`src/rtl/ro_freq_meter.sv`:
```
// ro_freq_meter: gated edge counter for one muxed ring-oscillator output.
// Counts rising edges of a synchronized ro_in over a programmable window of
// wb_clk_i cycles and exposes control/result registers on a Wishbone slave.
// Optional macro RO_FREQ_IRQ_EN adds irq_o and the IRQ_EN register (0x10).
//
// Bus handshake: a request is stb & cyc & address match. The request is
// sampled on a clock edge and wbs_ack_o is high for the following cycle
// only. While stb stays high after an ack no further ack is issued; the
// master must drop stb for at least one clock edge before the next transfer.
// wbs_dat_o carries read data during the ack cycle and is 0 otherwise.
module ro_freq_meter #(
    parameter int          CNT_W       = 32,
    parameter int          WIN_W       = 24,
    parameter int          SYNC_STAGES = 2,
    parameter logic [31:0] BASE_ADDR   = 32'h3000_0000
) (
    input  logic        wb_clk_i,
    input  logic        wb_rst_i,
    input  logic        wbs_stb_i,
    input  logic        wbs_cyc_i,
    input  logic        wbs_we_i,
    input  logic [3:0]  wbs_sel_i,
    input  logic [31:0] wbs_dat_i,
    input  logic [31:0] wbs_adr_i,
    output logic        wbs_ack_o,
    output logic [31:0] wbs_dat_o,
    input  logic        ro_in,
    output logic [3:0]  sel_o,
    output logic        start_o
`ifdef RO_FREQ_IRQ_EN
    ,
    output logic        irq_o
`endif
);

    // Word offsets inside the register window.
    localparam logic [2:0] OFF_CTRL   = 3'd0;
    localparam logic [2:0] OFF_WINDOW = 3'd1;
    localparam logic [2:0] OFF_COUNT  = 3'd2;
    localparam logic [2:0] OFF_STATUS = 3'd3;
`ifdef RO_FREQ_IRQ_EN
    localparam logic [2:0] OFF_IRQ_EN = 3'd4;
    localparam int         DEC_LO     = 5;
`else
    localparam int         DEC_LO     = 4;
`endif

    typedef enum logic [1:0] {
        S_IDLE,
        S_ARM,
        S_GATE,
        S_DONE
    } state_t;

    // Bus decode
    logic        req;
    logic        ack_issue;
    logic        served;
    logic        wr;
    logic [2:0]  offset;
    logic [31:0] rd_data;
    logic [31:0] win_ext;
    logic [31:0] win_merge;

    // Firmware-visible control
    logic             go_pulse;
    logic             cont;
    logic             run;
    logic [3:0]       osc_sel;
    logic [WIN_W-1:0] window;
    logic             done_clr;
    logic             ovf_clr;
`ifdef RO_FREQ_IRQ_EN
    logic             irq_en;
`endif

    // Measurement datapath
    state_t                   state;
    logic [2:0]               arm_cnt;
    logic [WIN_W-1:0]         win_cnt;
    logic [CNT_W-1:0]         edge_cnt;
    logic                     ovf_flag;
    logic [CNT_W-1:0]         count;
    logic                     done_bit;
    logic                     ovf_bit;
    logic                     busy;
    logic [SYNC_STAGES-1:0]   sync_q;
    logic                     prev_q;
    logic                     rise;

    logic unused;
    assign unused = &{1'b0, wbs_adr_i[1:0], win_merge};

    assign sel_o   = osc_sel;
    assign start_o = run;
    assign busy    = (state != S_IDLE);
    assign rise    = sync_q[SYNC_STAGES-1] & ~prev_q;
    assign win_ext = 32'(window);

    // Request decode, single-shot ack qualification and W1C strobes.
    always_comb begin
        req       = wbs_stb_i & wbs_cyc_i &
                    (wbs_adr_i[31:DEC_LO] == BASE_ADDR[31:DEC_LO]);
        ack_issue = req & ~wbs_ack_o & ~served;
        wr        = ack_issue & wbs_we_i;
`ifdef RO_FREQ_IRQ_EN
        offset    = wbs_adr_i[4:2];
`else
        offset    = {1'b0, wbs_adr_i[3:2]};
`endif
        done_clr  = wr & (offset == OFF_STATUS) & wbs_sel_i[0] & wbs_dat_i[1];
        ovf_clr   = wr & (offset == OFF_STATUS) & wbs_sel_i[0] & wbs_dat_i[2];
    end

    // Byte-lane merge of write data into the current WINDOW value.
    always_comb begin
        win_merge = win_ext;
        for (int i = 0; i < 4; i++) begin
            if (wbs_sel_i[i]) begin
                win_merge[8*i +: 8] = wbs_dat_i[8*i +: 8];
            end
        end
    end

    // Read-data mux; GO always reads back as 0, unmapped offsets read 0.
    always_comb begin
        rd_data = '0;
        case (offset)
            OFF_CTRL:   rd_data = {24'd0, osc_sel, 1'b0, run, cont, 1'b0};
            OFF_WINDOW: rd_data = win_ext;
            OFF_COUNT:  rd_data = 32'(count);
            OFF_STATUS: rd_data = {29'd0, ovf_bit, done_bit, busy};
`ifdef RO_FREQ_IRQ_EN
            OFF_IRQ_EN: rd_data = {31'd0, irq_en};
`endif
            default:    rd_data = '0;
        endcase
    end

    // Bus response: one-cycle ack, read data only during ack, stb-drop tracking.
    always_ff @(posedge wb_clk_i or posedge wb_rst_i) begin
        if (wb_rst_i) begin
            wbs_ack_o <= 1'b0;
            wbs_dat_o <= '0;
            served    <= 1'b0;
        end else begin
            wbs_ack_o <= ack_issue;
            wbs_dat_o <= ack_issue ? rd_data : '0;
            served    <= req & (wbs_ack_o | served);
        end
    end

    // Control register writes; GO becomes a single-cycle pulse.
    always_ff @(posedge wb_clk_i or posedge wb_rst_i) begin
        if (wb_rst_i) begin
            go_pulse <= 1'b0;
            cont     <= 1'b0;
            run      <= 1'b0;
            osc_sel  <= '0;
            window   <= '0;
`ifdef RO_FREQ_IRQ_EN
            irq_en   <= 1'b0;
`endif
        end else begin
            go_pulse <= 1'b0;
            if (wr) begin
                case (offset)
                    OFF_CTRL: begin
                        if (wbs_sel_i[0]) begin
                            go_pulse <= wbs_dat_i[0];
                            cont     <= wbs_dat_i[1];
                            run      <= wbs_dat_i[2];
                            osc_sel  <= wbs_dat_i[7:4];
                        end
                    end
                    OFF_WINDOW: window <= win_merge[WIN_W-1:0];
`ifdef RO_FREQ_IRQ_EN
                    OFF_IRQ_EN: begin
                        if (wbs_sel_i[0]) begin
                            irq_en <= wbs_dat_i[0];
                        end
                    end
`endif
                    default: ;
                endcase
            end
        end
    end

    // Synchronizer chain followed by the edge-detect sample.
    always_ff @(posedge wb_clk_i or posedge wb_rst_i) begin
        if (wb_rst_i) begin
            sync_q <= '0;
            prev_q <= 1'b0;
        end else begin
            sync_q <= {sync_q[SYNC_STAGES-2:0], ro_in};
            prev_q <= sync_q[SYNC_STAGES-1];
        end
    end

    // Measurement FSM with result latch and sticky DONE/OVF status bits.
    always_ff @(posedge wb_clk_i or posedge wb_rst_i) begin
        if (wb_rst_i) begin
            state    <= S_IDLE;
            arm_cnt  <= '0;
            win_cnt  <= '0;
            edge_cnt <= '0;
            ovf_flag <= 1'b0;
            count    <= '0;
            done_bit <= 1'b0;
            ovf_bit  <= 1'b0;
        end else begin
            // Firmware clears first so a same-cycle hardware set wins.
            done_bit <= done_bit & ~done_clr;
            ovf_bit  <= ovf_bit & ~ovf_clr;
            case (state)
                S_IDLE: begin
                    if (go_pulse) begin
                        if (window == '0) begin
                            count    <= '0;
                            done_bit <= 1'b1;
                        end else begin
                            arm_cnt <= '0;
                            state   <= S_ARM;
                        end
                    end
                end
                S_ARM: begin
                    // Hold off SYNC_STAGES+1 cycles so stale synchronizer
                    // contents from a previous oscillator are flushed.
                    if (arm_cnt == 3'(SYNC_STAGES)) begin
                        edge_cnt <= '0;
                        ovf_flag <= 1'b0;
                        win_cnt  <= window;
                        state    <= S_GATE;
                    end else begin
                        arm_cnt <= arm_cnt + 3'd1;
                    end
                end
                S_GATE: begin
                    if (rise) begin
                        if (edge_cnt == '1) begin
                            ovf_flag <= 1'b1;
                        end else begin
                            edge_cnt <= edge_cnt + CNT_W'(1);
                        end
                    end
                    win_cnt <= win_cnt - WIN_W'(1);
                    // A window shrunk to 0 while busy still closes after one cycle.
                    if (win_cnt <= WIN_W'(1)) begin
                        state <= S_DONE;
                    end
                end
                S_DONE: begin
                    count    <= edge_cnt;
                    done_bit <= 1'b1;
                    if (ovf_flag) begin
                        ovf_bit <= 1'b1;
                    end
                    if (cont) begin
                        arm_cnt <= '0;
                        state   <= S_ARM;
                    end else begin
                        state <= S_IDLE;
                    end
                end
                default: state <= S_IDLE;
            endcase
        end
    end

`ifdef RO_FREQ_IRQ_EN
    // Registered interrupt: follows DONE gated by the enable bit.
    always_ff @(posedge wb_clk_i or posedge wb_rst_i) begin
        if (wb_rst_i) begin
            irq_o <= 1'b0;
        end else begin
            irq_o <= done_bit & irq_en;
        end
    end
`endif

endmodule

```
`config.mk`:
```
export PLATFORM = sky130hd
export DESIGN_NAME = ro_freq_meter
export DESIGN_NICKNAME = d
export VERILOG_FILES = /design/src/rtl/ro_freq_meter.sv
export SDC_FILE = /design/constraint.sdc
export NUM_CORES = 1
export LEC_CHECK = 0
export ABC_AREA = 1
export CAP_MARGIN = 20
export CORE_MARGIN = 4
export CORE_UTILIZATION = 50
export DETAILED_ROUTE_END_ITERATION = 7
export PLACE_DENSITY = 0.76
export SYNTH_ARGS = -nofsm -noshare
export SYNTH_HDL_FRONTEND = slang
export SYNTH_SLANG_ARGS = --single-unit
```
`constraint.sdc`:
```
create_clock -name wb_clk_i -period 5.45 [get_ports wb_clk_i]
set_clock_uncertainty 0.05 [all_clocks]
set_input_delay 1.09 -clock wb_clk_i [delete_from_list [all_inputs] [get_ports wb_clk_i]]
set_output_delay 1.09 -clock wb_clk_i [all_outputs]
set_load 0.005 [all_outputs]
```
==> impl_summary.log <==
[metrics] via count of the first global-routing pass: 7395
[metrics] combined flip-flop and latch cell area: roughly 4100 µm²
[metrics] FILL cells: 1474
[metrics] normalized max-slew margin: 0.307
[metrics] buffers added on ports: 100
[metrics] endpoint arrival time on the critical path: 3760 ps
[metrics] Overflow after GRT: 0
[metrics] clock tree from TritonCTS: built
[metrics] top area cells in the synthesized netlist: sky130_fd_sc_hd__dfrtp_1 48%, sky130_fd_sc_hd__nand2_1 16%, sky130_fd_sc_hd__nor2_1 5.9%
[metrics] EDFF count, synth: 0
[metrics] library cell contributing the largest single delay on the critical path: sky130_fd_sc_hd__inv_1
[metrics] setup repair after global routing missed its margin: false
[metrics] vias post-DR: around 7700
[metrics] worst path cell trace: inv_1, ha_2, buf_4, clkinv_1, nor2_1, nor2_1, buf_4, inv_1, nand3_2, buf_4, inv_2, nand2_1, o21ai_1
[metrics] status: finished clean
[metrics] total wire length: 22.6 mm
[metrics] detailed-route vias per instance: 5.27
[metrics] Logic pwr share: 0.036
[metrics] Max Fclk: roughly 290 MHz
[metrics] Final Hold Fails: 0
[metrics] Syn Std Cell Area: around 8600 µm²
[metrics] first-pass GRT wire length: about 37 mm
[metrics] R2R cell count: 13
[metrics] proportion of netlist area held by the largest area contributor: 0.478
[metrics] highest ir drop seen on vdd: around 220 µV
[metrics] top library cells by usage in the layout, fill and taps aside: 364 x sky130_fd_sc_hd__nand2_1, 164 x sky130_fd_sc_hd__dfrtp_1, 134 x sky130_fd_sc_hd__nor2_1
[metrics] placeable core region: around 17000 µm²
[metrics] Hold WC Path Type: flip-flop to flip-flop
[metrics] Period minus WS final: between 3000 and 4000 ps
[metrics] Setup violations, final: 0
[metrics] most frequent CP cell: sky130_fd_sc_hd__buf_4
[metrics] placer congestion estimate: roughly 0.94
[metrics] H-tree levels: 4
[metrics] effective utilization at floorplan: 0.514
[metrics] number of remaining DRC errors: 0
[metrics] Hold Path Origin: sync_q[0]
[metrics] total area of multi-input combinational cells: 3810 µm²
[metrics] Yosys warning count: 0
[metrics] Max Cap Viol: 0
[metrics] setup repair bufs after CTS: 0
[metrics] worst-path fanout max: 57
[metrics] kind of start point of the critical path: flip-flop
[metrics] minimum setup slack in the final design: 1990 ps
[metrics] Cell Int Power: a little under 2 mW
[metrics] Detail Route Antenna Nets: 0
[metrics] clock root cell: sky130_fd_sc_hd__clkbuf_16
[metrics] startpoint of the most critical setup path: state[0]
[metrics] fraction of layout instances using a drive strength above 1: 0.0562
[metrics] share of synthesized area occupied by flip-flops and latches: 0.478
[metrics] clock network latency to the later pin of the worst-skew pair: 420 ps
[metrics] reported leakage power: between 4 and 5 nW
[metrics] worst slack after detailed placement: ~2100 ps
[metrics] TritonCTS buffer count: 17
[metrics] sw power: between 0.5 and 0.6 mW
[metrics] count of hold buffers inserted by post-cts repair: 0
[metrics] count of nets after finishing: 1315
[metrics] sum of negative setup slack: 0 ps
[metrics] post-route clock period utilization: 0.634
[metrics] Die Y-Extent: between 100 and 150 µm
[metrics] syn nets: ~1200
[metrics] number of distinct standard cells referenced by the synthesized netlist: 37
[metrics] global routing usage summed across all routing layers: 0.236
[metrics] pin count of the biggest net entering global routing: between 150 and 200
[metrics] clock sinks: around 160
[metrics] iteration-0 DRC count of the detailed router: roughly 700
[metrics] clk slew on worst S/H paths: around 60 ps
[metrics] number of antenna violations at the first check in global routing: 0
[metrics] area overhead of the layout relative to synthesis: 20.0%
[metrics] number of cells traversed by the worst hold path: 0
[metrics] count of inserted antenna diode cells: 0
[metrics] most common library cell in the layout ignoring fill and taps: sky130_fd_sc_hd__nand2_1
[metrics] overall power consumption: 2.51 mW
[metrics] PD cells: 244 nW/µm²
[metrics] reg-to-reg startpoint: state[0]
[metrics] Boundary Pins: about 110
[metrics] number of instances in the synthesized netlist: between 1000 and 1500
[metrics] post-CTS sizing: 0
[metrics] post-route design area: slightly above 10000 µm²
[metrics] maximum clock path buffer count: 2
[metrics] Top FF cell, synth: sky130_fd_sc_hd__dfrtp_1
[metrics] Die ar.: between 15000 and 20000 µm²
[metrics] number of search-and-repair iterations in the first detailed-routing pass: 5
[metrics] measured slew at the worst slew-check pin: roughly 1000 ps
[metrics] proportion of power drawn by flip-flops and latches: 0.485
[metrics] half-perimeter wire length after placement: about 16 mm
[metrics] clock network fraction of total power: 0.479
[metrics] endpoint type of the worst setup path: flip-flop
[metrics] data required time at the worst endpoint: 5750 ps
[metrics] number of placement rows: 47
[metrics] async set-reset flop share out of synthesis: 1.00
[metrics] category of the critical setup timing path: flip-flop to flip-flop
[metrics] Sw Ratio: 0.220
[metrics] number of pins with negative max-slew slack in the final report: 0
[metrics] per-cell routed wire length: approximately 15 µm
[metrics] mean area per synthesized cell: between 7 and 8 µm²
[metrics] cell type contributing the most total cell area after synthesis: sky130_fd_sc_hd__dfrtp_1
[metrics] Worst Hold Margin: around 310 ps
[metrics] Die Span X: about 140 µm
[metrics] area post-placement: 9710 µm²
[metrics] FF+latch count, synth: 164
[metrics] Largest stage delay, worst path: about 670 ps
[cell type report]
type                            count  share of cell area
Tap cell                          220              0.0267
Inverter                          115              0.0423
Sequential cell                   164               0.398
Timing Repair Buffer              109               0.105
Clock inverter                     13              0.0145
Clock buffer                       19              0.0430
Multi-Input combinational cell    825               0.370
[sequential cells by signal, summed over array words and instances (netlist names), 2 cells and up]
register and flops:
count 32, edge_cnt 32, wbs_dat_o 32, win_cnt 24
window 24, sel_o 4, arm_cnt 3, state 2
sync_q 2
[worst max-delay path, delay by kind of cell (launching register included)]
family	cells	cell delay, ps
buffers and inverters	7	2250
flip-flops	1	450
AND/OR/NAND/NOR	4	360
adder cells (fa/ha/maj)	1	160
AO/OA/AOI/OAI	1	70
[cell usage after synthesis (5+ instances only)]
cell and n:
sky130_fd_sc_hd__a21oi_1 35, sky130_fd_sc_hd__buf_2 6, sky130_fd_sc_hd__clkbuf_1 28, sky130_fd_sc_hd__dfrtp_1 164, sky130_fd_sc_hd__ha_1 9, sky130_fd_sc_hd__inv_1 113, sky130_fd_sc_hd__nand2_1 364, sky130_fd_sc_hd__nand3_1 101
sky130_fd_sc_hd__nand4_1 8, sky130_fd_sc_hd__nor2_1 135, sky130_fd_sc_hd__nor3_1 20, sky130_fd_sc_hd__o21ai_0 74, sky130_fd_sc_hd__o21ai_1 6, sky130_fd_sc_hd__o21ai_2 17, sky130_fd_sc_hd__o22ai_1 5, sky130_fd_sc_hd__xnor2_1 5
sky130_fd_sc_hd__xor2_1 14
[metal layers]
metal,up-vias,routed length [µm],track usage,share of wire
met4,0,334,0.0623,0.015
li1,3827,-,-,-
met1,3681,10000,0.319,0.44
met3,24,1070,0.0445,0.047
met5,-,0,0,0
met2,194,11100,0.394,0.49
[worst paths after layout]
check	to	slack [ps]
setup / recovery	edge_cnt[3]	1990
hold / removal	sync_q[1]	310
setup reg to reg	edge_cnt[3]	1990
hold reg to reg	sync_q[1]	310
max in group asynchronous	edge_cnt[8]	3430
min in group asynchronous	start_o	1150
[power by group through the flow]
stage / logic [mW] / clock network (mW) / registers [mW]
floorplan: 0.0329 / 0 / 1.24
global placement: 0.0902 / 0 / 1.24
detailed placement: 0.0909 / 0 / 1.24
CTS: 0.0914 / 1.22 / 1.22
global route: 0.0998 / 1.28 / 1.22
finish: 0.0892 / 1.20 / 1.22
[cell families after synthesis]
group / after synthesis / share of synthesized area
xor+xnor: 19 / 0.0194
flops: 164 / 0.478
simple gates: 641 / 0.306
compound gates: 156 / 0.105
fa+ha+maj: 9 / 0.0131
buf+inv: 157 / 0.0785
[stage by stage]
stage,cells,util
after floorplan,1146,-
after global placement,1433,0.581
after detailed placement,1433,0.581
after CTS,1465,0.617
after global routing,1465,0.617
final,1465,0.617
(Power assumes the default switching activity.)
